<file path="config.mk">
export PLATFORM = sky130hd
export DESIGN_NAME = systolic_seq_ctrl
export DESIGN_NICKNAME = d
export VERILOG_FILES = /design/src/rtl/systolic_pkg.sv /design/src/rtl/systolic_seq_ctrl_counter.sv /design/src/rtl/systolic_seq_ctrl.sv
export SDC_FILE = /design/constraint.sdc
export NUM_CORES = 1
export LEC_CHECK = 0
export ABC_AREA = 1
export ABC_CLOCK_PERIOD_IN_PS = 13880
export CAP_MARGIN = 30
export CORE_MARGIN = 3
export CORE_UTILIZATION = 51
export CTS_CLUSTER_SIZE = 12
export DETAILED_ROUTE_END_ITERATION = 8
export GPL_ROUTABILITY_DRIVEN = 0
export PLACE_DENSITY_LB_ADDON = 0.3
export SLEW_MARGIN = 20
export SYNTH_ARGS = -nofsm -noshare
export SYNTH_HDL_FRONTEND = slang
export SYNTH_SLANG_ARGS = --single-unit
</file>
<file path="constraint.sdc">
create_clock -name clk -period 13.88 [get_ports clk]
set_input_delay 2.776 -clock clk [delete_from_list [all_inputs] [get_ports clk]]
set_output_delay 2.776 -clock clk [all_outputs]
set_load 0.05 [all_outputs]
</file>
<file path="src/rtl/systolic_pkg.sv">
// ---------------------------------------------------------------------------
// systolic_pkg
//   Shared types and constants for the systolic MAC array sequencer.
//   Contents:
//     state_e  - sequencer states (IDLE, CLEAR, FEED, DRAIN, UNLOAD, DONE)
//     DW       - data width of one array result word (Q6.10)
//     FRAC     - number of fractional bits in the Q6.10 format
//     Q_ONE    - the value 1.0 in Q6.10
// ---------------------------------------------------------------------------
package systolic_pkg;

  localparam int DW   = 16;
  localparam int FRAC = 10;
  localparam logic [15:0] Q_ONE = 16'd1024;

  typedef enum logic [2:0] {
    IDLE   = 3'd0,
    CLEAR  = 3'd1,
    FEED   = 3'd2,
    DRAIN  = 3'd3,
    UNLOAD = 3'd4,
    DONE   = 3'd5
  } state_e;

endpackage

</file>
<file path="src/rtl/systolic_seq_ctrl_counter.sv">
// ---------------------------------------------------------------------------
// seq_counter
//   Loadable up-counter with terminal-count flag. Counts 0..last_i and wraps
//   back to 0 on the increment after last_i, so a counter that is enabled for
//   exactly last_i+1 cycles always ends at 0.
//   Ports:
//     clk        in   clock
//     reset      in   synchronous active-high reset (count -> 0)
//     load_i     in   load load_val_i (wins over en_i)
//     load_val_i in   value to load
//     en_i       in   increment enable
//     last_i     in   terminal value
//     count_o    out  current count
//     tc_o       out  high while count_o == last_i
// ---------------------------------------------------------------------------
module seq_counter #(
  parameter int WIDTH = 4
) (
  input  logic             clk,
  input  logic             reset,
  input  logic             load_i,
  input  logic [WIDTH-1:0] load_val_i,
  input  logic             en_i,
  input  logic [WIDTH-1:0] last_i,
  output logic [WIDTH-1:0] count_o,
  output logic             tc_o
);

  logic [WIDTH-1:0] count_q;
  logic [WIDTH-1:0] count_d;

  // Next count: load has priority; an enabled increment at the terminal value
  // wraps to zero so the counter is ready for the next use.
  always_comb begin
    count_d = count_q;
    if (load_i) begin
      count_d = load_val_i;
    end else if (en_i) begin
      count_d = (count_q == last_i) ? '0 : count_q + 1'b1;
    end
  end

  // Count register.
  always_ff @(posedge clk) begin
    if (reset) begin
      count_q <= '0;
    end else begin
      count_q <= count_d;
    end
  end

  assign count_o = count_q;
  assign tc_o    = (count_q == last_i);

endmodule

</file>
<file path="src/rtl/systolic_seq_ctrl.sv">
// ---------------------------------------------------------------------------
// systolic_seq_ctrl
//   Sequencer for the NxN output-stationary systolic MAC array (Q6.10).
//   One accepted start clears the array, feeds K = 0..N-1, waits for the
//   skewed pipeline to drain, snapshots all N*N accumulators and streams them
//   out row-major over a valid/ready interface.
//   Optional feature macro: SEQ_PERF_CNT_EN adds the perf_cycles port, a
//   saturating count of busy cycles of the most recent run.
//   Ports:
//     clk          in   clock
//     reset        in   synchronous active-high reset
//     start        in   run request, only sampled in IDLE
//     busy         out  high from CLEAR through DONE
//     done         out  one-cycle pulse in the last cycle of a run
//     arr_clr      out  accumulator clear to the array
//     mem_addr     out  operand-memory K address
//     feed_en      out  operand data valid
//     res_in       in   array accumulators, PE(i,j) at [(i*N+j)*DW +: DW]
//     res_valid    out  result word valid
//     res_ready    in   consumer accepts result word
//     res_data     out  result word
//     res_idx      out  result index i*N+j
//     perf_cycles  out  run length in cycles (SEQ_PERF_CNT_EN only)
// ---------------------------------------------------------------------------
module systolic_seq_ctrl #(
  parameter int N            = 3,
  parameter int DW           = systolic_pkg::DW,
  parameter int DRAIN_CYCLES = 5
) (
  input  logic                   clk,
  input  logic                   reset,
  input  logic                   start,
  output logic                   busy,
  output logic                   done,
  output logic                   arr_clr,
  output logic [$clog2(N)-1:0]   mem_addr,
  output logic                   feed_en,
  input  logic [N*N*DW-1:0]      res_in,
  output logic                   res_valid,
  input  logic                   res_ready,
  output logic [DW-1:0]          res_data,
  output logic [$clog2(N*N)-1:0] res_idx
`ifdef SEQ_PERF_CNT_EN
  ,
  output logic [15:0]            perf_cycles
`endif
);

  import systolic_pkg::*;

  localparam int AW = $clog2(N);
  localparam int IW = $clog2(N*N);
  localparam int CW = $clog2(DRAIN_CYCLES);

  state_e state_q, state_d;

  logic          start_acc;
  logic          k_en, drain_en, idx_en, cap_en;
  logic          k_tc, drain_tc, idx_tc;
  logic [AW-1:0] k_cnt;
  logic [CW-1:0] drain_cnt;
  logic [IW-1:0] idx_cnt;

  logic [DW-1:0] cap_q [N*N];

  // State register.
  always_ff @(posedge clk) begin
    if (reset) begin
      state_q <= IDLE;
    end else begin
      state_q <= state_d;
    end
  end

  // Next state and Moore-style control outputs. The counters move only while
  // their phase is active and wrap to zero when the phase ends, so every run
  // starts from clean counts without extra clearing logic.
  always_comb begin
    state_d   = state_q;
    busy      = 1'b1;
    done      = 1'b0;
    arr_clr   = 1'b0;
    feed_en   = 1'b0;
    res_valid = 1'b0;
    start_acc = 1'b0;
    k_en      = 1'b0;
    drain_en  = 1'b0;
    idx_en    = 1'b0;
    cap_en    = 1'b0;
    case (state_q)
      IDLE: begin
        busy = 1'b0;
        if (start) begin
          start_acc = 1'b1;
          state_d   = CLEAR;
        end
      end
      CLEAR: begin
        arr_clr = 1'b1;
        state_d = FEED;
      end
      FEED: begin
        feed_en = 1'b1;
        k_en    = 1'b1;
        if (k_tc) state_d = DRAIN;
      end
      DRAIN: begin
        drain_en = 1'b1;
        if (drain_tc) begin
          cap_en  = 1'b1;
          state_d = UNLOAD;
        end
      end
      UNLOAD: begin
        res_valid = 1'b1;
        if (res_ready) begin
          idx_en = 1'b1;
          if (idx_tc) state_d = DONE;
        end
      end
      DONE: begin
        done    = 1'b1;
        state_d = IDLE;
      end
      default: begin
        busy    = 1'b0;
        state_d = IDLE;
      end
    endcase
  end

  // K index of the operand memories during FEED.
  seq_counter #(.WIDTH(AW)) u_k_cnt (
    .clk        (clk),
    .reset      (reset),
    .load_i     (start_acc),
    .load_val_i ('0),
    .en_i       (k_en),
    .last_i     (AW'(N-1)),
    .count_o    (k_cnt),
    .tc_o       (k_tc)
  );

  // Pipeline drain wait after the last feed.
  seq_counter #(.WIDTH(CW)) u_drain_cnt (
    .clk        (clk),
    .reset      (reset),
    .load_i     (start_acc),
    .load_val_i ('0),
    .en_i       (drain_en),
    .last_i     (CW'(DRAIN_CYCLES-1)),
    .count_o    (drain_cnt),
    .tc_o       (drain_tc)
  );

  // Result word index; advances only on an accepted handshake.
  seq_counter #(.WIDTH(IW)) u_idx_cnt (
    .clk        (clk),
    .reset      (reset),
    .load_i     (start_acc),
    .load_val_i ('0),
    .en_i       (idx_en),
    .last_i     (IW'(N*N-1)),
    .count_o    (idx_cnt),
    .tc_o       (idx_tc)
  );

  // Snapshot of the array on the final drain cycle; after this the array may
  // be reused or cleared without disturbing the unload.
  always_ff @(posedge clk) begin
    if (reset) begin
      for (int i = 0; i < N*N; i++) cap_q[i] <= '0;
    end else if (cap_en) begin
      for (int i = 0; i < N*N; i++) cap_q[i] <= res_in[i*DW +: DW];
    end
  end

  assign mem_addr = feed_en   ? k_cnt          : '0;
  assign res_idx  = res_valid ? idx_cnt        : '0;
  assign res_data = res_valid ? cap_q[idx_cnt] : '0;

`ifdef SEQ_PERF_CNT_EN
  logic [15:0] perf_q, perf_d;

  // Busy-cycle counter: cleared on an accepted start, saturates, and holds
  // its final value while idle so the host can read it after done.
  always_comb begin
    perf_d = perf_q;
    if (start_acc) begin
      perf_d = '0;
    end else if (busy && (perf_q != 16'hFFFF)) begin
      perf_d = perf_q + 16'd1;
    end
  end

  always_ff @(posedge clk) begin
    if (reset) begin
      perf_q <= '0;
    end else begin
      perf_q <= perf_d;
    end
  end

  assign perf_cycles = perf_q;
`endif

endmodule
</file>
==> flow_summary.toml <==
[pwr]
power_mw = 1.17
switching_share = 0.248
pwr_density_cell_mw_per_mm2 = 114
p_comb_frac = 0.140
seqPwrFrac = 0.473
power_leakage_nw = 4.66
internal_power_uw = 879
pwr-share-clk = 0.387
p_switching_uw = 290
ir_drop_mv = 0.0996

[clock_network]
cts_buffer_depth = 2
cts-resized-gates = 0
cts_buffers = 17
clockRootBuffer = "clkbuf_16"
cts_setup_buffers = 0
htree_levels = 4
path_clk_slew_ns = 0.06
cts_tree = "built"
clk_latency_ns = 0.43
hold_buffers = 0
clock_sinks = 160

[place]
portBuffers = 174
place_hpwl_um = 13200

[hold_path]
holdCritPathClass = "reg -> reg"

[global_route]
grt_use_met2 = 0.372
use_met1 = 0.315
grt_max_degree = 83
grtUsageMet3 = 0.0490
first_global_vias = 5856
grt_pass1_wl_um = 29400
overflow = 0
gr-max-usage-layer = "met2"
grt_use_total = 0.232
antenna_found_initial = 0

[yosys]
synth.top_cells.by_count = "187 x nor2_1, 180 x inv_1, 164 x nand2_1"
yosysTopAreaCell = "edfxtp_1"
synth_top_family_by_area = "simple AND/OR/NAND/NOR gates"
synth-simple-area-share = 0.263
synth_fa_ha_area_frac = 0.00649
synth-xor-area-share = 0.00455
synth_edf_count = 144
synthTopCellsByArea = "edfxtp_1 56%, nor2_1 9.1%, inv_1 8.8%"
ys_seq_area_frac = 0.603
synth.distinct_cells = 23
synth_compound_area_frac = 0.00714
async_flop_share = 0
ys.flop_type = "edfxtp_1"
yosysMostFrequentCell = "nor2_1"
synthesis.nets = 1040
synth_top_area_frac = 0.561
avgSynthCellArea_um2 = 8.68
synth.cell_area_mm2 = 0.00771
synth_seq_cells = 160
synthMuxAreaShare = 0
ys_warn_count = 0
synthCells = 888

[critical_path]
path_max_fanout = 33
criticalPathCategory = "reg -> out"
critPathRequiredTime_ns = 11.10
cp.arrival_ns = 3.04
start_kind = "flip-flop"
cp-end-kind = "primary output"

[floorplan]
die_w_um = 129
die_area_mm2 = 0.0166
rows = 44
die_y_um = 129
start_util = 0.526
io_pins = 175
coreArea_mm2 = 0.0146

[final_layout]
final_net_count = 1200
antenna_cells = 0
final_core_util = 0.697
drive_above_1_share = 0.0509
areaGrowthSynthToFinish_pct = 32.4

[status]
outcome = "complete, no violations"

[sta]
fmax_mhz = 172
final_hold_viol_count = 0
period_share = 0.419
rsz0062_at_grt = "false"
slew_viol_final = 0
worstMarginPinSlew_ns = 0.822
setup_tns_ns = 0
post-route-min-period_ns = 5.82
slew_headroom = 0.452
fin_skew_ns = 0.00677
setup_viol = 0

[route]
drt_iter0_drc = 710
via_count = 6232
drcViolationCount = 0
final_antenna_net_count = 0
routed_wl_um = 19100
dr.pass1.iters = 5
wl_per_cell_um = 15.3
viasPerCell = 5.01

[job]
maxCapViolations = 0
[power groups by stage]
stage                     clock network, mW  logic, mW  registers, mW
after floorplan                           0     0.0887          0.567
after global placement                    0      0.157          0.564
after detailed placement                  0      0.160          0.563
after CTS                             0.455      0.161          0.553
after global routing                  0.476      0.178          0.555
final                                 0.452      0.163          0.553
[cell families after synthesis]
group	after synthesis
buffers and inverters	224
DFF	160
xor gates and xnor gates	4
and+or+nand+nor	485
AOI/OAI and AO/OA	11
adders and majority gates	4
[final timing paths]
path	from	to	slack [ns]	cells after the start
worst max register to register	u_drain_cnt.count_o[0]$_SDFFE_PP0N_	cap_q[7][10]$_SDFFCE_PN0P_	11.51	6
worst min-delay path	u_drain_cnt.count_o[1]$_SDFFE_PP0N_	u_drain_cnt.count_o[1]$_SDFFE_PP0N_	0.51	2
worst max-delay path	flip-flop	res_data[13]	8.06	9
worst min register to register	u_drain_cnt.count_o[1]$_SDFFE_PP0N_	u_drain_cnt.count_o[1]$_SDFFE_PP0N_	0.51	2
[per-layer routing]
metal	vias up	part of all wire
met5	-	0
met4	0	0.021
met3	33	0.080
met2	322	0.48
met1	2811	0.41
li1	3066	-
[cell usage in the layout, fill, tap and decap left out, types with 2 or more instances in the layout]
| master | synthesis | routed |
|---|---|---|
| nor2_2 | 10 | 10 |
| clkinv_4 | 0 | 4 |
| a21oi_1 | 7 | 7 |
| nand2_1 | 164 | 164 |
| xor2_1 | 4 | 4 |
| nor2_1 | 187 | 187 |
| clkinvlp_4 | 0 | 3 |
| clkdlybuf4s50_1 | 0 | 174 |
| bufinv_16 | 0 | 2 |
| clkbuf_16 | 0 | 17 |
| edfxtp_1 | 144 | 144 |
| buf_16 | 0 | 2 |
| inv_1 | 180 | 180 |
| ha_1 | 4 | 4 |
| clkbuf_1 | 29 | 2 |
| clkinv_2 | 0 | 2 |
| buf_4 | 0 | 4 |
| o21ai_0 | 3 | 2 |
| buf_8 | 0 | 2 |
| buf_12 | 0 | 2 |
| dfxtp_1 | 16 | 15 |
| nand3_1 | 117 | 117 |
| nor3_1 | 2 | 2 |
[sequential cells by signal, summed over array words and instances, names as in the netlist, named ones only]
register,cells
u_drain_cnt.count_o,3
u_idx_cnt.count_o,4
u_k_cnt.count_o,2
state_q,3
cap_q,144
[stage by stage]
stage	hold slack, ns	area (um2)	setup slack, ns	std cells
2_1_floorplan	0.456	7710	2.19	888
3_3_place_gp	0.473	9510	7.80	1207
3_5_place_dp	0.494	9530	8.36	1208
4_1_cts	0.503	10100	7.90	1240
5_1_grt	0.534	10200	7.91	1245
6_report	0.506	10200	8.06	1245
[worst max-delay path, stage by stage, from the launching register on]
cell and delay (ns):
dfxtp_2 0.45, inv_2 0.49, buf_16 0.25, nand2_1 0.07, nand3_1 0.10, nand3_1 0.18, nand3_1 0.16, nand2_1 0.06
inv_1 0.05, clkdlybuf4s50_1 0.79
[cell type report]
type | count | area, um2
Sequential cell | 160 | 4650
Inverter | 181 | 679
Multi-Input combinational cell | 504 | 2180
Fill cell | 1092 | 4440
Tap cell | 184 | 230
Timing Repair Buffer | 184 | 1900
Clock inverter | 13 | 140
Clock buffer | 19 | 433
(Power assumes the default switching activity.)
